$ cat src/rtl/kronos_lsu.sv
// rtl/kronos_lsu.sv - load-store unit: one memory op at a time, bus req/ack, load align/extend, writeback
module kronos_lsu #(
    parameter int unsigned TIMEOUT = 0
) (
    input  logic        clk,
    input  logic        rstz,
    input  logic        lsu_vld,
    output logic        lsu_rdy,
    input  logic [31:0] lsu_addr,
    input  logic [31:0] lsu_wdata,
    input  logic [1:0]  lsu_size,
    input  logic        lsu_unsigned,
    input  logic        lsu_store,
    input  logic [4:0]  lsu_rd,
    output logic        lsu_done,
    output logic [1:0]  lsu_err,
    output logic [31:0] data_addr,
    input  logic [31:0] data_rd_data,
    output logic [31:0] data_wr_data,
    output logic [3:0]  data_mask,
    output logic        data_wr_en,
    output logic        data_req,
    input  logic        data_ack,
    output logic [31:0] regwr_data,
    output logic [4:0]  regwr_sel,
    output logic        regwr_en
);

    typedef enum logic [1:0] {
        ST_IDLE = 2'd0,
        ST_REQ  = 2'd1,
        ST_DONE = 2'd2
    } state_t;

    localparam logic [1:0] ERR_OK    = 2'd0;
    localparam logic [1:0] ERR_ALIGN = 2'd1;
    localparam logic [1:0] ERR_TMO   = 2'd2;
    localparam logic [31:0] TMO_LAST = TIMEOUT - 1;

    state_t      state_q, state_d;
    logic [31:0] addr_q;
    logic [31:0] wdata_q;
    logic [3:0]  mask_q;
    logic        wr_en_q;
    logic        store_q;
    logic [1:0]  size_q;
    logic        uns_q;
    logic [1:0]  off_q;
    logic [4:0]  rd_q;
    logic [1:0]  err_q;
    logic [31:0] regwr_data_q;
    logic [31:0] cnt_q;

    logic        accept;
    logic        misaligned;
    logic        timeout_hit;
    logic [3:0]  mask_d;
    logic [31:0] wdata_d;

    assign accept      = (state_q == ST_IDLE) && lsu_vld;
    assign timeout_hit = (TIMEOUT != 0) && (cnt_q == TMO_LAST);

    always_comb begin
        misaligned = 1'b0;
        mask_d     = 4'b1111;
        wdata_d    = lsu_wdata;
        case (lsu_size)
            2'd0: begin
                mask_d  = 4'b0001 << lsu_addr[1:0];
                wdata_d = {4{lsu_wdata[7:0]}};
            end
            2'd1: begin
                misaligned = lsu_addr[0];
                mask_d     = 4'b0011 << lsu_addr[1:0];
                wdata_d    = {2{lsu_wdata[15:0]}};
            end
            2'd2: misaligned = (lsu_addr[1:0] != 2'b00);
            default: misaligned = 1'b1;
        endcase
    end

    // Shift the addressed lane down to bit 0, then sign/zero extend by access size.
    function automatic logic [31:0] load_align(input logic [31:0] raw, input logic [1:0] off,
                                               input logic [1:0] size, input logic uns);
        logic [31:0] sh;
        sh = raw >> {off, 3'b000};
        case (size)
            2'd0:    load_align = uns ? {24'd0, sh[7:0]}  : {{24{sh[7]}}, sh[7:0]};
            2'd1:    load_align = uns ? {16'd0, sh[15:0]} : {{16{sh[15]}}, sh[15:0]};
            default: load_align = sh;
        endcase
    endfunction

    always_ff @(posedge clk) begin
        if (!rstz) begin
            state_q <= ST_IDLE;
        end else begin
            state_q <= state_d;
        end
    end

    always_comb begin
        state_d = state_q;
        case (state_q)
            ST_IDLE: if (lsu_vld) state_d = misaligned ? ST_DONE : ST_REQ;
            ST_REQ:  if (data_ack || timeout_hit) state_d = ST_DONE;
            ST_DONE: state_d = ST_IDLE;
            default: state_d = ST_IDLE;
        endcase
    end

    always_comb begin
        lsu_rdy  = (state_q == ST_IDLE);
        data_req = (state_q == ST_REQ);
        lsu_done = (state_q == ST_DONE);
        regwr_en = (state_q == ST_DONE) && !store_q && (err_q == ERR_OK) && (rd_q != 5'd0);
    end

    always_ff @(posedge clk) begin
        if (!rstz) begin
            addr_q       <= '0;
            wdata_q      <= '0;
            mask_q       <= '0;
            wr_en_q      <= 1'b0;
            store_q      <= 1'b0;
            size_q       <= '0;
            uns_q        <= 1'b0;
            off_q        <= '0;
            rd_q         <= '0;
            err_q        <= ERR_OK;
            regwr_data_q <= '0;
            cnt_q        <= '0;
        end else if (accept) begin
            addr_q  <= {lsu_addr[31:2], 2'b00};
            wdata_q <= wdata_d;
            mask_q  <= mask_d;
            wr_en_q <= lsu_store;
            store_q <= lsu_store;
            size_q  <= lsu_size;
            uns_q   <= lsu_unsigned;
            off_q   <= lsu_addr[1:0];
            rd_q    <= lsu_rd;
            err_q   <= misaligned ? ERR_ALIGN : ERR_OK;
            cnt_q   <= '0;
        end else if (state_q == ST_REQ) begin
            // An ack arriving on the same edge as the timeout still completes the op.
            if (data_ack) begin
                regwr_data_q <= load_align(data_rd_data, off_q, size_q, uns_q);
            end else begin
                cnt_q <= cnt_q + 32'd1;
                if (timeout_hit) err_q <= ERR_TMO;
            end
        end
    end

    assign lsu_err      = err_q;
    assign data_addr    = addr_q;
    assign data_wr_data = wdata_q;
    assign data_mask    = mask_q;
    assign data_wr_en   = wr_en_q;
    assign regwr_data   = regwr_data_q;
    assign regwr_sel    = rd_q;

endmodule

$ cat config.mk
export PLATFORM = sky130hd
export DESIGN_NAME = kronos_lsu
export DESIGN_NICKNAME = d
export VERILOG_FILES = /design/src/rtl/kronos_lsu.sv
export SDC_FILE = /design/constraint.sdc
export NUM_CORES = 1
export LEC_CHECK = 0
export ABC_AREA = 1
export BUFFER_PORTS_ARGS = -buffer_cell sky130_fd_sc_hd__clkbuf_2
export CAP_MARGIN = 20
export CORE_UTILIZATION = 45
export CTS_CLUSTER_SIZE = 40
export DETAILED_ROUTE_END_ITERATION = 16
export GPL_TIMING_DRIVEN = 0
export HOLD_SLACK_MARGIN = 0.1
export PLACE_DENSITY = 0.84
export SLEW_MARGIN = 20
export SYNTH_ARGS = -nofsm -noshare
export SYNTH_HDL_FRONTEND = slang
export SYNTH_SLANG_ARGS = --single-unit
$ cat constraint.sdc
create_clock -name clk -period 1.3 [get_ports clk]
set_input_delay 0.26 -clock clk [delete_from_list [all_inputs] [get_ports clk]]
set_output_delay 0.26 -clock clk [all_outputs]
set_load 0.01 [all_outputs]
==> metrics.txt, run 1 <==
status complete, but fails checks; failing checks negative setup slack; Syn. warnings 0; met3 Track Usage GR 5.10%; crit path capture type output pin; Hold Vio Cnt, Final 0; met1 Use GR 35.5%; chip height 109 um; Worst path max stage delay 0.37 ns; Arr. time, crit path 1.20 ns; H-tree depth 3; most common cell in the netlist nand2_1; Port Buf Inserts 216; share of cells above drive strength 1 46.2%; diode count 0; WS Path Type reg -> out; R2R cell count 8; Lkg Pwr 4.05 nW; I/O pin count 221; clock sinks 112; Power Total 9.40 mW; largest net degree at the start of global routing 18; post-synthesis sequential area ratio 43.1%; Clock transition at path regs 0.08 ns; Synth cell types 27; post-DP HPWL 12,500 um; commonest register cell after synthesis dfxtp_1; CP required 1.04 ns; Slew Viols, Final 0; dominant cells by area after synthesis dfxtp_1 (43%), nand2_1 (12%), nor2_1 (7.2%); mapped cell area 5200 um^2; Max Cap Viol 0; non-filler cells, final 1,162; crit path time final 1.46 ns; Residual DRC 0; met2 Use GR 49.9%; synth cell count leaders nand2_1 (172), dfxtp_1 (112), nor2_1 (100); RePlAce Congestion 0.919; cells along the critical path inv_2 -> nor2_2 -> nand3_1 -> inv_1 -> clkbuf_2; VDD IR-drop max 0.706 mV; final setup vio count 74; startpoint types flop; Starting Density 47.1%; number of synthesized flops with an enable pin 0; Max Freq 685 MHz; top cell type by total area after synthesis dfxtp_1; cts bufs inserted 9; hold buffers post-CTS 0; Core Box Area 11,000 um^2; Fin Clk Skew 0.0119 ns; CTS tree done; mean area per synthesized cell 7.00 um^2; RSZ-0062 raised after global routing true; initial antenna violation count 0; die width 109 um; Critical Path Fanout Max 3; Overall Global Routing Usage 29.6%; full die area 12,000 um^2; hold depth 3; vias 6,447; PD cells 1140 nW/um^2; Final Cycle Share 112%; asr flop ratio synth 0%; total negative slack -2.76 ns; First-pass DRT Iterations 5; gr busiest metal met2; synthesized netlist cell count 742; post-route ant nets 0; Layout area overhead 59.3%; Layout Nets 1,127; slowest CP cell dfxtp_2; CTS max path bufs 2; worst skew pair latency 0.36 ns; vias in the first global route 5,566; global-route wire length before repair 27,000 um; Placed Cells 1,100; Avg WL per Cell 17.5 um; #FFs+latches synth 112; worst-margin pin slew 0.611 ns; top cell type's share of synthesized area 43.1%; Final Worst Setup Slack -0.161 ns; CTS root buf clkbuf_16; Slew headroom 59.3%; pre-CTS setup slack -0.198 ns; Overflow after GRT 0; HP Class in -> reg; number of core rows 38; Vias/cell 5.55; drt total wl 20,400 um; 1st-iter DRT viols 668
==> state kept, by name, indices dropped and copies added (netlist names) <==
register,count
data_wr_data,32
off_q,2
store_q,1
regwr_sel,5
lsu_err,1
regwr_data,32
uns_q,1
data_mask,4
state_q,2
size_q,2
data_addr,30
==> metrics by stage <==
step,hold WS (ns),area [um^2],util (%)
2_1_floorplan,0.403,5200,-
3_3_place_gp,0.453,6460,58.6
3_5_place_dp,0.455,6460,58.6
4_1_cts,0.158,7410,67.2
5_1_grt,0.170,8280,75.0
6_report,0.152,8280,75.0
==> final timing paths <==
check / startpoint / endpoint / slack [ns]
worst max-delay path: state_q[1] / regwr_en / -0.16
worst min register to register: data_wr_data[19] / data_wr_data[19] / 0.47
worst max register to register: state_q[0] / data_mask[1] / -0.10
worst min-delay path: lsu_addr[13] / data_addr[13] / 0.15
==> area by class of cell <==
class                   instances  area (um^2)
plain buffers                  54          523
clock buffers                  11          243
clock inverters                 4         28.8
fillers                       794         2750
inverters                      56          240
multi-input cells             522         3030
flip-flops and latches        112         2250
well taps                     140          175
repair buffers                263         1780
==> power by group <==
part | internal [mW] | switching, mW | total (mW)
Combinational | 1.27 | 1.54 | 2.81
Clock | 1.35 | 1.33 | 2.68
Sequential | 3.71 | 0.212 | 3.92
==> repair_timing <==
action                                  in CTS  in global routing
endpoints found under the hold margin        0                  0
endpoints found under the setup margin     113                111
cloned                                      11                  9
gates resized for setup                     85                211
setup buffers                               13                 18
pin swaps                                   32                 56
==> cell families (layout without fill, tap and decap cells) <==
family / Yosys count / count (layout) / share of synthesized area (%)
compound gates: 164 / 164 / 18.4
buf+inv: 111 / 388 / 10.4
flops: 112 / 112 / 43.1
other cells: 1 / 3 / 0.0722
simple gates: 354 / 355 / 28.0
==> critical path: cells and delay by family, from the launching register on <==
family | cells | cell delay (ns)
buffers and inverters | 3 | 0.25
DFF | 1 | 0.37
and+or+nand+nor | 2 | 0.22
==> layer usage <==
layer,part of all wire (%),up-vias
li1,-,2974
met1,37,2934
met2,49,449
met3,9.3,90
met4,4.6,0
met5,0,-
==> placed cells by master (no fill, tap or decap), drive strengths merged, types with 3 or more instances in the layout <==
cell,count
nand2,179
a21oi,55
o21a,24
dfxtp,112
o211ai,7
a31oi,10
conb,3
buf,82
nor2,101
nand3,72
o21ai,65
inv,56
clkbuf,246
(Power assumes the default switching activity.)
==> run 2, diff against run 1 <==
--- a/config.mk
+++ b/config.mk
@@ -8,12 +8,13 @@
 export ABC_AREA = 1
 export BUFFER_PORTS_ARGS = -buffer_cell sky130_fd_sc_hd__clkbuf_2
 export CAP_MARGIN = 20
-export CORE_UTILIZATION = 45
+export CORE_ASPECT_RATIO = 1.75
+export CORE_UTILIZATION = 48
 export CTS_CLUSTER_SIZE = 40
 export DETAILED_ROUTE_END_ITERATION = 16
 export GPL_TIMING_DRIVEN = 0
 export HOLD_SLACK_MARGIN = 0.1
-export PLACE_DENSITY = 0.84
+export PLACE_DENSITY_LB_ADDON = 0.08
 export SLEW_MARGIN = 20
 export SYNTH_ARGS = -nofsm -noshare
 export SYNTH_HDL_FRONTEND = slang
==> metrics.txt, run 2 (synthesized netlist as in run 1, its figures left out) <==
CTS max path bufs 2 (unchanged); Avg WL per Cell 16.9 um (was 17.5 um); Starting Density 49.9% (was 47.1%); CP required 1.58 ns (was 1.04 ns); crit path buf inv count 4 (was 3); clock sinks 112 (unchanged); CTS tree done (unchanged); 1st-iter DRT viols 270 (was 668); chip height 140 um (was 109 um); Placed Cells 1,087 (was 1,100); Power Total 9.48 mW (was 9.40 mW); slowest CP cell dfxtp_4 (was dfxtp_2); Slew Viols, Final 0 (unchanged); Overall Global Routing Usage 30.8% (was 29.6%); Hold Vio Cnt, Final 0 (unchanged); worst-margin pin slew 0.637 ns (was 0.611 ns); WL met2 9910 um (was 9900 um); Critical Path Fanout Max 6 (was 3); post-DP HPWL 12,700 um (was 12,500 um); Clock transition at path regs 0.08 ns (about the same); PD cells 1150 nW/um^2 (was 1140 nW/um^2); HP Class in -> reg (unchanged); Port Buf Inserts 216 (unchanged); Layout area overhead 59.0% (was 59.3%); FF/Latch Area 2250 um^2 (about the same); Worst path max stage delay 0.38 ns (was 0.37 ns); Worst Min Path Start lsu_addr[5] (was lsu_addr[13]); crit path capture type flop (was output pin); I/O pin count 221 (unchanged); met3 wire length 1320 um (was 1890 um); Max Freq 709 MHz (was 685 MHz); Reg-to-Reg Start state_q[0] (unchanged); RSZ-0062 raised after global routing true (unchanged); hold_ws 0.139 ns (was 0.152 ns); top sig layer met4 (unchanged); RePlAce Congestion 0.962 (was 0.919); WS Path Type reg -> reg (was reg -> out); full die area 11,300 um^2 (was 12,000 um^2); Layout Nets 1,118 (was 1,127); cell area after layout 8260 um^2 (was 8280 um^2); Overflow after GRT 0 (unchanged); cts bufs inserted 9 (unchanged); Fin Clk Skew 0.00896 ns (was 0.0119 ns); vias 6,212 (was 6,447); drt total wl 19,300 um (was 20,400 um); Final Worst Setup Slack -0.110 ns (was -0.161 ns); Max Cap Viol 0 (unchanged); die width 80.7 um (was 109 um); Residual DRC 0 (unchanged); H-tree depth 3 (unchanged); VDD IR-drop max 0.822 mV (was 0.706 mV); diode count 0 (unchanged); global-route wire length before repair 26,400 um (was 27,000 um); Arr. time, crit path 1.69 ns (was 1.20 ns); failing checks negative setup slack (unchanged); status complete, but fails checks (unchanged); most frequent cells in the layout clkbuf_2 (215), nand2_1 (138), dfxtp_1 (106) (was clkbuf_2 (216), nand2_1 (154), dfxtp_1 (106)); Core Box Area 10,400 um^2 (was 11,000 um^2); commonest non-fill, non-tap cell in the layout clkbuf_2 (unchanged); Placed Area 6440 um^2 (was 6460 um^2); final setup vio count 87 (was 74); cells along the critical path nor2_4 -> nand2_4 -> inv_4 -> buf_8 -> buf_8 -> buf_6 -> nand3_1 -> a31oi_1 (was inv_2 -> nor2_2 -> nand3_1 -> inv_1 -> clkbuf_2); Final Cycle Share 108% (was 112%); initial antenna violation count 0 (unchanged); crit path from state_q[0] (was state_q[1]); largest net degree at the start of global routing 19 (was 18); multi-input logic area 3190 um^2 (was 3030 um^2); crit path time final 1.41 ns (was 1.46 ns); CP delay by family, top buffers and inverters (was flip-flops); Vias/cell 5.44 (was 5.55); Slew headroom 57.5% (was 59.3%); CTS root buf clkbuf_16 (unchanged); share of cells above drive strength 1 47.9% (was 46.2%); vias in the first global route 5,600 (was 5,566); startpoint types flop (unchanged); Lkg Pwr 4.04 nW (was 4.05 nW); post-route ant nets 0 (unchanged); critical path's most frequent cell buf_8; met1 wire length 6560 um (was 7620 um); worst skew pair latency 0.35 ns (was 0.36 ns); number of core rows 49 (was 38); non-filler cells, final 1,141 (was 1,162); Fill cells 785 (was 794); First-pass DRT Iterations 5 (unchanged)
[run 2: routing by layer]
layer / track usage, % / up-vias
met5: 0 / -
met4: 21.9 / 0
met3: 5.97 / 92
met2: 54.2 / 319
met1: 31.2 / 2862
li1: - / 2939
[run 2: final timing paths]
path                 endpoint  slack (ns)  depth (start not counted)
max reg2reg  data_wr_data[27]       -0.11                          8
min reg2reg  data_wr_data[23]        0.47                          2
min              data_addr[5]        0.14                          3
max          data_wr_data[27]       -0.11                          8
[run 2: repair_timing]
action | CTS | global route
hold buffers | 0 | 0
endpoints found under the setup margin | 113 | 111
cloned | 2 | 13
hold endpoints to repair | 0 | 0
setup buffers | 8 | 19
gates resized for setup | 44 | 289
pin swaps | 9 | 108
[run 2: layout make-up]
class | instances | share of cell area (%)
multi-input combinational | 522 | 38.6
sequential | 112 | 27.3
timing repair buffer | 255 | 19.7
buffer | 53 | 5.88
clock buffer | 11 | 2.94
inverter | 56 | 2.94
tap | 127 | 1.92
clock inverter | 5 | 0.742
[run 2: tightest hold or removal path: cells and delay by family]
kind,cells,cell delay (ns)
simple gates,1,0.07
compound gates,1,0.05
buf+inv,1,0.07
[run 2: metrics by stage]
stage | util [%] | worst slack, ns | TNS, ns
floorplan | - | 0.0701 | 0
global placement | 61.8 | -0.147 | -4.97
detailed placement | 61.8 | -0.147 | -5.79
CTS | 67.2 | -0.114 | -1.02
global route | 79.3 | -0.184 | -8.66
finish | 79.3 | -0.110 | -2.95
[run 2: report_power, final]
group,internal [mW],switching [mW]
sequential,3.70,0.175
clock,1.57,1.31
combinational,1.18,1.54
